**config.mk**
```make
export PLATFORM = sky130hd
export DESIGN_NAME = calc_sequencer
export DESIGN_NICKNAME = d
export VERILOG_FILES = /design/src/rtl/calc_sequencer.sv
export SDC_FILE = /design/constraint.sdc
export NUM_CORES = 1
export LEC_CHECK = 0
export CORE_ASPECT_RATIO = 1.75
export CORE_MARGIN = 3
export CORE_UTILIZATION = 35
export CTS_BUF_LIST = sky130_fd_sc_hd__clkbuf_16
export DETAILED_ROUTE_END_ITERATION = 8
export GPL_TIMING_DRIVEN = 0
export PLACE_DENSITY_LB_ADDON = 0.05
export REMOVE_ABC_BUFFERS = 1
export SKIP_CTS_REPAIR_TIMING = 1
export SLEW_MARGIN = 20
export SYNTH_ARGS = -nofsm -noshare
export SYNTH_HDL_FRONTEND = slang
export SYNTH_SLANG_ARGS = --single-unit
```
**constraint.sdc**
```tcl
create_clock -name clk_i -period 1.9 [get_ports clk_i]
set_input_delay 0.19 -clock clk_i [delete_from_list [all_inputs] [get_ports clk_i]]
set_output_delay 0.19 -clock clk_i [all_outputs]
set_load 0.05 [all_outputs]
```
**src/rtl/calc_sequencer.sv**
```systemverilog
// calc_sequencer: batch controller that adds the halves of each SRAM word and packs sum pairs into writes.
// Latency: 3 cycles per read word (READ/WAIT/ADD), 1 cycle per packed write, 1 DONE cycle.
// Backpressure: none; SRAM/adder/buffer are fixed-latency, and start_i is ignored while busy.
module calc_sequencer #(
  parameter int ADDR_W        = 9,
  parameter int DATA_W        = 32,
  parameter int MEM_WORD_SIZE = 64
) (
  input  logic                     clk_i,
  input  logic                     rst_i,
  input  logic                     start_i,
  input  logic [ADDR_W-1:0]        read_start_addr,
  input  logic [ADDR_W-1:0]        read_end_addr,
  input  logic [ADDR_W-1:0]        write_start_addr,
  input  logic [ADDR_W-1:0]        write_end_addr,
  output logic                     rd_en_o,
  output logic [ADDR_W-1:0]        rd_addr_o,
  input  logic [MEM_WORD_SIZE-1:0] rd_data_i,
  output logic [DATA_W-1:0]        op_a_o,
  output logic [DATA_W-1:0]        op_b_o,
  input  logic [DATA_W-1:0]        sum_i,
  output logic                     buf_we_o,
  output logic                     buf_sel_o,
  input  logic [MEM_WORD_SIZE-1:0] buf_data_i,
  output logic                     wr_en_o,
  output logic [ADDR_W-1:0]        wr_addr_o,
  output logic [MEM_WORD_SIZE-1:0] wr_data_o,
  output logic                     busy_o,
  output logic                     done_o,
  output logic                     err_o
);

  typedef enum logic [2:0] {
    S_IDLE  = 3'd0,
    S_READ  = 3'd1,
    S_WAIT  = 3'd2,
    S_ADD   = 3'd3,
    S_WRITE = 3'd4,
    S_DONE  = 3'd5
  } state_t;

  // Range lengths need two extra bits: a full 2^ADDR_W range doubled must not overflow.
  localparam int CW = ADDR_W + 2;

  state_t              r_state;
  logic [ADDR_W-1:0]   r_rptr;
  logic [ADDR_W-1:0]   r_wptr;
  logic [ADDR_W-1:0]   r_rd_end;
  logic                r_half;
  logic                r_rd_en;
  logic                r_buf_we;
  logic                r_wr_en;
  logic                r_busy;
  logic                r_done;
  logic                r_err;
  logic [DATA_W-1:0]   r_op_a;
  logic [DATA_W-1:0]   r_op_b;

  logic [CW-1:0]            w_nr;
  logic [CW-1:0]            w_nw;
  logic                     w_cfg_bad;
  logic                     w_last_rd;
  logic [MEM_WORD_SIZE-1:0] w_wr_data;

  // The adder result goes straight into the result buffer; the sequencer only
  // steers the capture strobe, so the sum port is carried for the top's wiring.
  logic w_unused_sum;
  assign w_unused_sum = ^sum_i;

  // Configuration check on the live inputs in the start cycle: both ranges must be
  // non-empty and the write range must hold at least ceil(NR/2) packed words.
  assign w_nr      = CW'(read_end_addr)  - CW'(read_start_addr)  + CW'(1);
  assign w_nw      = CW'(write_end_addr) - CW'(write_start_addr) + CW'(1);
  assign w_cfg_bad = (read_end_addr  < read_start_addr)  ||
                     (write_end_addr < write_start_addr) ||
                     (w_nr > (w_nw << 1));

  assign w_last_rd = (r_rptr == r_rd_end);

  // Sequencer state, pointers, operands and all registered strobes.
  always_ff @(posedge clk_i or negedge rst_i) begin
    if (!rst_i) begin
      r_state  <= S_IDLE;
      r_rptr   <= '0;
      r_wptr   <= '0;
      r_rd_end <= '0;
      r_half   <= 1'b0;
      r_rd_en  <= 1'b0;
      r_buf_we <= 1'b0;
      r_wr_en  <= 1'b0;
      r_busy   <= 1'b0;
      r_done   <= 1'b0;
      r_err    <= 1'b0;
      r_op_a   <= '0;
      r_op_b   <= '0;
    end else begin
      // Strobes are single-cycle unless a transition below re-arms them.
      r_rd_en  <= 1'b0;
      r_buf_we <= 1'b0;
      r_wr_en  <= 1'b0;
      r_done   <= 1'b0;
      r_err    <= 1'b0;
      case (r_state)
        S_IDLE: begin
          if (start_i) begin
            if (w_cfg_bad) begin
              r_err <= 1'b1;
            end else begin
              r_rptr   <= read_start_addr;
              r_wptr   <= write_start_addr;
              r_rd_end <= read_end_addr;
              r_half   <= 1'b0;
              r_rd_en  <= 1'b1;
              r_busy   <= 1'b1;
              r_state  <= S_READ;
            end
          end
        end
        S_READ: begin
          r_state <= S_WAIT;
        end
        S_WAIT: begin
          // Read data is valid now, one cycle after the read strobe.
          r_op_a   <= rd_data_i[MEM_WORD_SIZE-1:DATA_W];
          r_op_b   <= rd_data_i[DATA_W-1:0];
          r_buf_we <= 1'b1;
          r_state  <= S_ADD;
        end
        S_ADD: begin
          if (!r_half && !w_last_rd) begin
            r_half  <= 1'b1;
            r_rptr  <= r_rptr + ADDR_W'(1);
            r_rd_en <= 1'b1;
            r_state <= S_READ;
          end else begin
            r_wr_en <= 1'b1;
            r_state <= S_WRITE;
          end
        end
        S_WRITE: begin
          if (w_last_rd) begin
            r_done  <= 1'b1;
            r_state <= S_DONE;
          end else begin
            r_rptr  <= r_rptr + ADDR_W'(1);
            r_wptr  <= r_wptr + ADDR_W'(1);
            r_half  <= 1'b0;
            r_rd_en <= 1'b1;
            r_state <= S_READ;
          end
        end
        S_DONE: begin
          r_busy  <= 1'b0;
          r_state <= S_IDLE;
        end
        default: begin
          r_busy  <= 1'b0;
          r_state <= S_IDLE;
        end
      endcase
    end
  end

  // Write data follows the buffer; a lone final sum (half still 0) gets a zero upper half.
  always_comb begin
    w_wr_data = '0;
    if (r_wr_en) begin
      if (r_half) begin
        w_wr_data = buf_data_i;
      end else begin
        w_wr_data = {{(MEM_WORD_SIZE-DATA_W){1'b0}}, buf_data_i[DATA_W-1:0]};
      end
    end
  end

  assign rd_en_o   = r_rd_en;
  assign rd_addr_o = r_rptr;
  assign op_a_o    = r_op_a;
  assign op_b_o    = r_op_b;
  assign buf_we_o  = r_buf_we;
  assign buf_sel_o = r_half;
  assign wr_en_o   = r_wr_en;
  assign wr_addr_o = r_wptr;
  assign wr_data_o = w_wr_data;
  assign busy_o    = r_busy;
  assign done_o    = r_done;
  assign err_o     = r_err;

endmodule

```
# After elaboration in Yosys (flattened, before gate mapping)
# Index checks and enable logic that the tools add are counted.
# totals
out_inout_bits,153
register_bits,101
elab_cells,84
input_bits,199
# op_classes
add_sub_neg,6
bitwise_logic,2
eq_ne,9
n_mux,37
order_cmp,3
reduce_logical,14
# op_table
operator,n
$mux W64,2
$mux W9,7
$pmux W9 S3,1
$sub A9 B9 Y10,2
$add A9 B1 Y9 const B,2
$lt A9 B9 Y1,2
$mux W1,18
$pmux W9 S2,1
$pmux W3 S5,1
$mux W3,4
$add A10 B2 Y11 const B,1
$gt A11 B11 Y1,1
$add A10 B2 Y10 const B,1
$eq A9 B9 Y1,1
$ne A2 B2 Y1 const B,4
$eq A3 B2 Y1 const B,2
$pmux W1 S3,2
$reduce_and A3 Y1,2
$reduce_and A5 Y1,1
$reduce_and A4 Y1,1
$reduce_or A4 Y1,1
$eq A3 B1 Y1 const B,1
$eq A3 B3 Y1 const B,1
$logic_not A3 Y1,1
other kinds (8),11

# Depth between registers and ports, before layout
# Gate-level depths: netlist (run 1).
# depth
ltp_word,7
depth_mapped,22
ltp_nobuf,21

# Worst setup path before layout (run 1)
# Ideal clock, no wire load.
# synth_timing
kind,input -> register
startpoint,input port read_end_addr[0]
endpoint,register r_rd_end[1]
stages,19
arrival_time_ns,4.194
setup_time_ns,0.125
required_time_ns,1.775
slack_ns,-2.419
path_buffers,1
path_cell_list,inv_1 -> ha_1 -> inv_1 -> fa_1 -> a211oi_1 -> nor2_1 -> xor2_1 -> and2_1 -> nand3_1 -> nor4b_1 -> xnor2_1 -> ha_1 -> a21o_1 -> a21oi_2 -> or4b_4 -> a221oi_4 -> nand2_4 -> buf_6 -> mux2_4
# synth_via
elab_chain_cells,6
elab_cells_between_ends,8
classes_between,add/sub: 2; order compare: 2; bitwise: 1; reduce/logical: 3
# synth_rtl
item,line_no,source
"start, declared",13,"input logic [ADDR_W-1:0] read_end_addr,"
$sub A9 B9 Y10,72,assign w_nr = CW'(read_end_addr) - CW'(read_start_addr) + CW'(1);
$add A10 B2 Y11,72,
$gt A11 B11 Y1,76,(w_nr > (w_nw << 1));
$logic_or A1 B1 Y1 *,75,(write_end_addr < write_start_addr) ||
$not A1 Y1 (no source line) *,n/a,
$reduce_and A3 Y1 (no source line) *,n/a,
"end signal, assigned",111,r_rd_end <= read_end_addr;
"end, declared",48,logic [ADDR_W-1:0] r_rd_end;
# Mark *: on every way between the ends. The rest lies on a longest branch, timed or not.
# A chain may end at the register's enable or synchronous reset.

# Worst setup path in the final report (run 1)
# layout_timing
startpoint,input port write_start_addr[4]
endpoint,register r_rd_end[7]
# layout_via
elab_chain_cells,6
elab_cells_between_ends,8
classes_between,add/sub: 2; order compare: 2; bitwise: 1; reduce/logical: 3
# layout_rtl
item,line_no,source
"start, declared",14,"input logic [ADDR_W-1:0] write_start_addr,"
$sub A9 B9 Y10,73,assign w_nw = CW'(write_end_addr) - CW'(write_start_addr) + CW'(1);
$add A10 B2 Y10,73,
$gt A11 B11 Y1,76,
$logic_or A1 B1 Y1 *,75,
$not A1 Y1 (no source line) *,n/a,
$reduce_and A3 Y1 (no source line) *,n/a,
# Marks and branches as above.

==> results.py, run 1 <==
metrics = {
    "synthesis": {
        "synth-edff-count": 0,
        "synth-seq-cells": 101,
        "dominantRegCellSynth": "dfrtp_1",
        "synth_fa_ha_area_share_pct": 9.99,
        "synth-xor-area-share_pct": 4.42,
        "synthArstFlopShare_pct": 100,
        "synth_mux_area_share_pct": 13.7,
        "postSynthCellCount": 589,
        "synth_top_family_by_area": "simple AND/OR/NAND/NOR gates",
        "synth_area_um2": 6140,
        "synth_compound_area_share_pct": 9.87,
        "synth.distinct_cells": 54,
        "synth_seq_area_share_pct": 41.2,
        "syn_area_per_cell_um2": 10.4,
        "yosysWarnings": 0,
        "synth_simple_gate_area_share_pct": 16.1,
    },
    "sta": {
        "min_period_ns": 4.25,
        "finalSetupViolations": 32,
        "fmax_ghz": 0.235,
        "tightest_slew_ns": 0.870,
        "hold_viol": 0,
        "maxSlewViolCount": 0,
        "worst_clock_skew_ns": 0.00723,
        "relSlewSlack_pct": 41.8,
        "finalWorstSetupSlack_ns": -2.35,
        "fin_crit_sh_pct": 224,
        "rsz0062_at_grt": "true",
    },
    "outcome": {
        "violations": "setup timing",
        "status": "complete, but fails checks",
    },
    "power": {
        "ir_drop_uv": 1050,
        "p_clk_share_pct": 10.5,
        "swShare_pct": 49.8,
        "p_sw_uw": 8480,
        "leakage_uw": 0.00516,
        "p_seq_share_pct": 24.5,
        "intPower_uw": 8540,
        "pwr-share-comb_pct": 65.0,
        "p_per_area_nw_per_um2": 1630,
    },
    "cells_and_area": {
        "multiInputGateArea_um2": 3750,
        "nets": 1166,
        "layout-drive-gt1-share_pct": 24.2,
        "seq_area_um2": 2530,
        "fill_cells": 1480,
        "area_delta_synth_final_pct": 70.3,
        "design_area_um2": 10500,
        "antenna_cells": 0,
    },
    "clocking": {
        "clock_latency_ns": 0.34,
        "htreeDepth": 3,
        "cts_buffer_depth": 2,
        "clk_pin_slew_ns": 0.07,
        "cts_made_buffers": 9,
        "cts_root_buf": "clkbuf_16",
        "cts_tree": "yes",
        "cts.sinks": 101,
    },
    "place": {
        "preCtsSetupSlack_ns": -3.45,
        "postPlaceCellArea_um2": 9580,
        "place.gp.congestion": 0.897,
        "numPortBuffers": 319,
        "post-dp-hpwl_um": 17800,
    },
    "worst_setup_path": {
        "crit_top_cell": "a21oi_2",
        "path_max_fanout": 8,
        "cp_cell_sequence": "clkdlybuf4s50_1 > inv_1 > fa_1 > inv_1 > o21bai_1 > a21oi_2 > o21bai_1 > a21oi_2 > xnor2_2 > ha_1 > a21o_1 > a21oi_2 > or4b_4 > a221oi_4 > buf_6 > nand2_8 > buf_8 > mux2_2",
        "slowest_delay_ns": 0.58,
        "critPathSlowestCell": "fa_1",
        "cp.arrival_ns": 4.47,
        "critical_path_class": "input port to flop",
        "critical_path_required_ns": 2.12,
        "critPathCaptureType": "flop",
        "startpoint_type": "input port",
    },
    "floorplan": {
        "fp.dieW_um": 106,
        "rows": 63,
        "initial_core_util_pct": 35.9,
        "num_io_pins": 352,
        "die-area_um2": 19200,
        "coreArea_um2": 17100,
        "fp.dieH_um": 181,
    },
    "route": {
        "wl_um": 22300,
        "drc": 0,
        "vias": 5746,
        "wire_per_inst_um": 19.4,
        "first_pass_iters": 6,
        "ant_nets": 0,
        "vias_per_cell": 4.99,
        "drt-initial-drc-count": 277,
    },
    "global_routing": {
        "first_global_vias": 5738,
        "grt_pass1_wl_um": 32100,
        "grt_overflow": 0,
        "antenna_found_initial": 0,
        "grt_max_degree": 66,
        "grt_use_total_pct": 21.5,
    },
    "run": {
        "drv_cap": 0,
    },
    "worst_hold_path": {
        "hold_class": "input port to flop",
    },
}
==> registers in the layout, indices dropped and copies added, names as in the netlist <==
| name | flops |
|---|---|
| buf_sel_o | 1 |
| rd_en_o | 1 |
| rd_addr_o | 9 |
| r_rd_end | 9 |
| done_o | 1 |
| err_o | 1 |
| r_state | 3 |
| op_b_o | 32 |
| buf_we_o | 1 |
| wr_addr_o | 9 |
| wr_en_o | 1 |
| op_a_o | 32 |
| busy_o | 1 |
==> cells in the mapped netlist, types with 3 or more instances <==
cell,number,area [um2]
a211oi_1,4,30.0
a21o_1,5,37.5
a21oi_1,30,150
a31oi_1,6,37.5
and2_1,37,231
and3_1,35,219
buf_6,3,33.8
clkbuf_1,22,82.6
dfrtp_1,101,2530
fa_1,5,100
ha_1,41,513
inv_1,45,169
mux2_2,70,788
nand2_1,21,78.8
nand2b_1,5,31.3
nand3_1,13,65.1
nand3b_1,3,22.5
nand4_1,4,25.0
nor2_1,31,116
nor2b_1,3,18.8
nor3b_1,4,30.0
nor4_1,4,25.0
o21ai_0,19,95.1
o22ai_1,4,25.0
o2bb2a_1,3,30.0
xnor2_1,20,175
xor2_1,11,96.3
==> final cells by class <==
type | count | share of cell area (%)
clock buffer | 9 | 2.15
clock inverter | 6 | 0.598
inverter | 45 | 1.64
multi-input combinational | 417 | 35.9
sequential | 101 | 24.2
tap | 227 | 2.72
timing repair buffer | 347 | 32.8
==> kinds of logic after synthesis <==
family	Yosys count
simple gates	172
flops	101
compound gates	93
mux	74
buf+inv	72
fa+ha+maj	46
xor+xnor	31
==> worst max-delay path, delay by kind of cell <==
family                     cells  cell delay, ns
xor gates and xnor gates       1            0.27
buffers and inverters          5            1.11
muxes                          1            0.26
AOI/OAI and AO/OA              7            1.15
and+or+nand+nor                2            0.59
adders and majority gates      2            0.87
==> power by group through the flow <==
stage,Sequential (uW),Clock [uW],Combinational (uW)
6_report,4170,1790,11100
5_1_grt,4330,1930,11600
4_1_cts,4190,1840,10700
3_5_place_dp,4230,0,10700
3_3_place_gp,4120,0,10000
2_1_floorplan,7320,0,3470
==> metrics by stage <==
stage / hold slack (ns) / power (uW) / cells / utilization [%] / setup TNS [ns]
after floorplan: -0.106 / 10800 / 562 / - / -207.07
after global placement: 0.472 / 14200 / 1108 / 55.5 / -663.43
after detailed placement: 0.124 / 14900 / 1111 / 56.0 / -127.84
after CTS: -0.248 / 16700 / 1126 / 57.7 / -141.42
after global routing: 0.0961 / 17900 / 1152 / 61.1 / -78.09
final: 0.108 / 17000 / 1152 / 61.1 / -71.89
==> worst paths after layout <==
path | from | endpoint | slack [ns] | cells past startpoint
worst max-delay path | write_start_addr[4] | r_rd_end[7] | -2.35 | 18
worst min-delay path | read_end_addr[0] | r_rd_end[0] | 0.11 | 3
worst max register to register | rd_addr_o[0] | rd_addr_o[3] | -0.36 | 8
worst min register to register | busy_o | busy_o | 0.50 | 2
max in group asynchronous | rst_i | wr_en_o | 0.90 | 3
min in group asynchronous | rst_i | buf_we_o | 0.33 | 2
==> placed cells by master, fill, tap and decap left out, types with 4 or more instances in the layout <==
master and instances:
xor2_1 9, xnor2_1 16, dfrtp_1 99, clkbuf_16 9, and2_1 36, a31oi_1 5
a21o_1 5, nor3b_1 4, xnor2_2 4, inv_1 41, clkdlybuf4s50_1 232, and3_1 35
a21oi_2 8, nand2b_1 5, a21oi_1 23, dlymetal6s2s_1 44, ha_4 9, o21ai_1 8
nor2_1 27, clkbuf_2 41, buf_4 18, o21ai_0 11, mux2_2 70, nand4_1 4
ha_1 31, nand3_1 12, nand2_1 20
==> per-layer routing <==
metal / wire length, um / global-route usage [%] / vias to the layer above
li1: - / - / 2716
met3: 1710 / 5.90 / 28
met1: 8420 / 24.3 / 2789
met4: 446 / 6.17 / 0
met2: 11800 / 39.1 / 213
met5: 0 / 0 / -
(Power assumes the default switching activity.)
==> run 2: changes to the inputs <==
- CORE_AREA: unset -> 3 3 137 139
- CORE_ASPECT_RATIO: 1.75 -> unset
- CORE_MARGIN: 3 -> unset
- CORE_UTILIZATION: 35 -> unset
- DIE_AREA: unset -> 0 0 140 142
- SLEW_MARGIN: 20 -> 0
- clock period: 1.9 -> 5.09 ns (I/O delays scaled with it)
==> run 2 against run 1 <==
The run now ends clean. Combinational power fell by 65%. Register-to-register slack improved by 2.8 ns. Clock power fell by 60%. Critical path type unchanged. Largest cell class unchanged.
==> results.py, run 2 (synthesis gave the netlist of run 1 again) <==
metrics = {
    "worst_setup_path": {
        "crit_path_end": "wr_addr_o[4]",
        "startpoint": "read_start_addr[0]",
        "rr_endpoint": "rd_addr_o[3]",
        "cp.arrival_ns": 5.19,
        "path_max_fanout": 7,
        "ff2ff_path_depth": 7,
        "critical_path_class": "input port to flop",
        "critical_path_required_ns": 5.31,
        "ff2ff_setup_slack_ns": 2.46,
        "critPathCaptureType": "flop",
        "rr_startpoint": "rd_addr_o[4]",
        "startpoint_type": "input port",
    },
    "run": {
        "drv_cap": 0,
    },
    "cells_and_area": {
        "final_cell_mix": "318 x clkdlybuf4s50_1, 100 x dfrtp_1, 70 x mux2_2, 45 x inv_1, 41 x ha_1",
        "layout-drive-gt1-share_pct": 12.8,
        "nets": 1143,
        "area_delta_synth_final_pct": 62.5,
        "design_area_um2": 9970,
        "antenna_cells": 0,
        "layout_commonest_cell": "clkdlybuf4s50_1",
    },
    "power": {
        "leakage_uw": 0.00431,
        "p_clk_share_pct": 11.6,
        "p_sw_uw": 3050,
        "p_seq_share_pct": 25.3,
        "p_per_area_nw_per_um2": 623,
        "pwr-share-comb_pct": 63.0,
        "swShare_pct": 49.1,
        "p_total_uw": 6210,
        "ir_drop_uv": 445,
        "intPower_uw": 3160,
    },
    "route": {
        "wl_um": 20400,
        "first_pass_iters": 4,
        "drc": 0,
        "ant_nets": 0,
        "drt-initial-drc-count": 304,
        "vias_per_cell": 4.88,
        "wire_per_inst_um": 18.1,
        "vias": 5522,
    },
    "sta": {
        "min_period_ns": 4.96,
        "finalSetupTns_ns": 0,
        "maxSlewViolCount": 0,
        "fin_crit_sh_pct": 97.5,
        "finalSetupViolations": 0,
        "relSlewSlack_pct": 35.0,
        "tightest_slew_ns": 0.965,
        "finalWorstSetupSlack_ns": 0.125,
        "fmax_ghz": 0.201,
        "hold_viol": 0,
        "worst_clock_skew_ns": 0.00701,
    },
    "floorplan": {
        "rows": 49,
        "die-area_um2": 19900,
        "initial_core_util_pct": 34.5,
        "fp.dieW_um": 140,
        "num_io_pins": 352,
        "fp.dieH_um": 142,
        "coreArea_um2": 17800,
    },
    "global_routing": {
        "grt_overflow": 0,
        "grt_max_degree": 66,
        "grt_pass1_wl_um": 31100,
        "first_global_vias": 5458,
        "grt_use_total_pct": 19.5,
        "antenna_found_initial": 0,
    },
    "clocking": {
        "htreeDepth": 3,
        "clk_pin_slew_ns": 0.07,
        "cts_root_buf": "clkbuf_16",
        "cts_made_buffers": 9,
        "cts_buffer_depth": 2,
        "cts_tree": "yes",
        "clock_latency_ns": 0.34,
        "cts.sinks": 101,
    },
    "place": {
        "numPortBuffers": 319,
        "post-dp-hpwl_um": 16700,
        "postPlaceCellArea_um2": 9550,
        "place.gp.congestion": 0.830,
        "preCtsSetupSlack_ns": -0.565,
    },
    "worst_hold_path": {
        "hold_class": "input port to asynchronous set/reset pin",
    },
    "outcome": {
        "status": "finished clean",
    },
}
## run 2: worst min path at each step
| stage | start | endpoint | cells past startpoint |
|---|---|---|---|
| 2_1_floorplan | rst_i | buf_sel_o | 0 |
| 3_3_place_gp | busy_o | busy_o | 2 |
| 3_5_place_dp | busy_o | busy_o | 2 |
| 4_1_cts | rst_i | op_b_o[7] | 1 |
| 5_1_grt | rst_i | op_b_o[27] | 1 |
| 6_report | rst_i | op_b_o[24] | 1 |
## run 2: power groups by stage
stage                     clock (uW)  combinational (uW)  sequential [uW]
after floorplan                    0                1380             2740
after global placement             0                3890             1560
after detailed placement           0                3900             1580
after CTS                        743                3910             1570
after global routing             779                4110             1640
final                            723                3910             1570
## run 2: through the flow
step / hold slack [ns] / util, % / instances
CTS: 0.187 / 55.5 / 1128
global placement: 0.467 / 53.4 / 1110
floorplan: 0.213 / - / 562
finish: 0.172 / 56.1 / 1132
detailed placement: 0.473 / 53.7 / 1112
global route: 0.206 / 56.1 / 1132
## run 2: cell type report
| type | instances | area [um2] |
|---|---|---|
| Timing Repair Buffer | 325 | 3280 |
| Clock inverter | 7 | 88.8 |
| Tap cell | 229 | 287 |
| Fill cell | 1539 | 7810 |
| Multi-Input combinational cell | 416 | 3390 |
| Inverter | 45 | 169 |
| Clock buffer | 9 | 225 |
| Sequential cell | 101 | 2530 |
## run 2: critical path, stage by stage
cell             delay, ns
clkdlybuf4s50_1       0.52
ha_1                  0.18
inv_1                 0.05
fa_2                  0.36
a211oi_2              0.28
buf_4                 0.16
o31ai_2               0.09
xor2_1                0.28
nand3_2               0.18
nor4b_4               0.33
xnor2_1               0.10
ha_1                  0.32
a21o_1                0.19
a21oi_2               0.15
or4b_4                0.49
a221oi_4              0.31
buf_12                0.18
a21boi_2              0.11
nor4b_2               0.30
nor3_2                0.07
## run 2: per-layer routing
metal | wire length, um | track usage [%] | part of all wire [%] | vias up
met3 | 1050 | 3.09 | 5.1 | 24
met2 | 9810 | 31.5 | 48 | 175
met1 | 9240 | 27.4 | 45 | 2666
li1 | - | - | - | 2657
met4 | 337 | 5.56 | 1.6 | 0
met5 | 0 | 0 | 0 | -
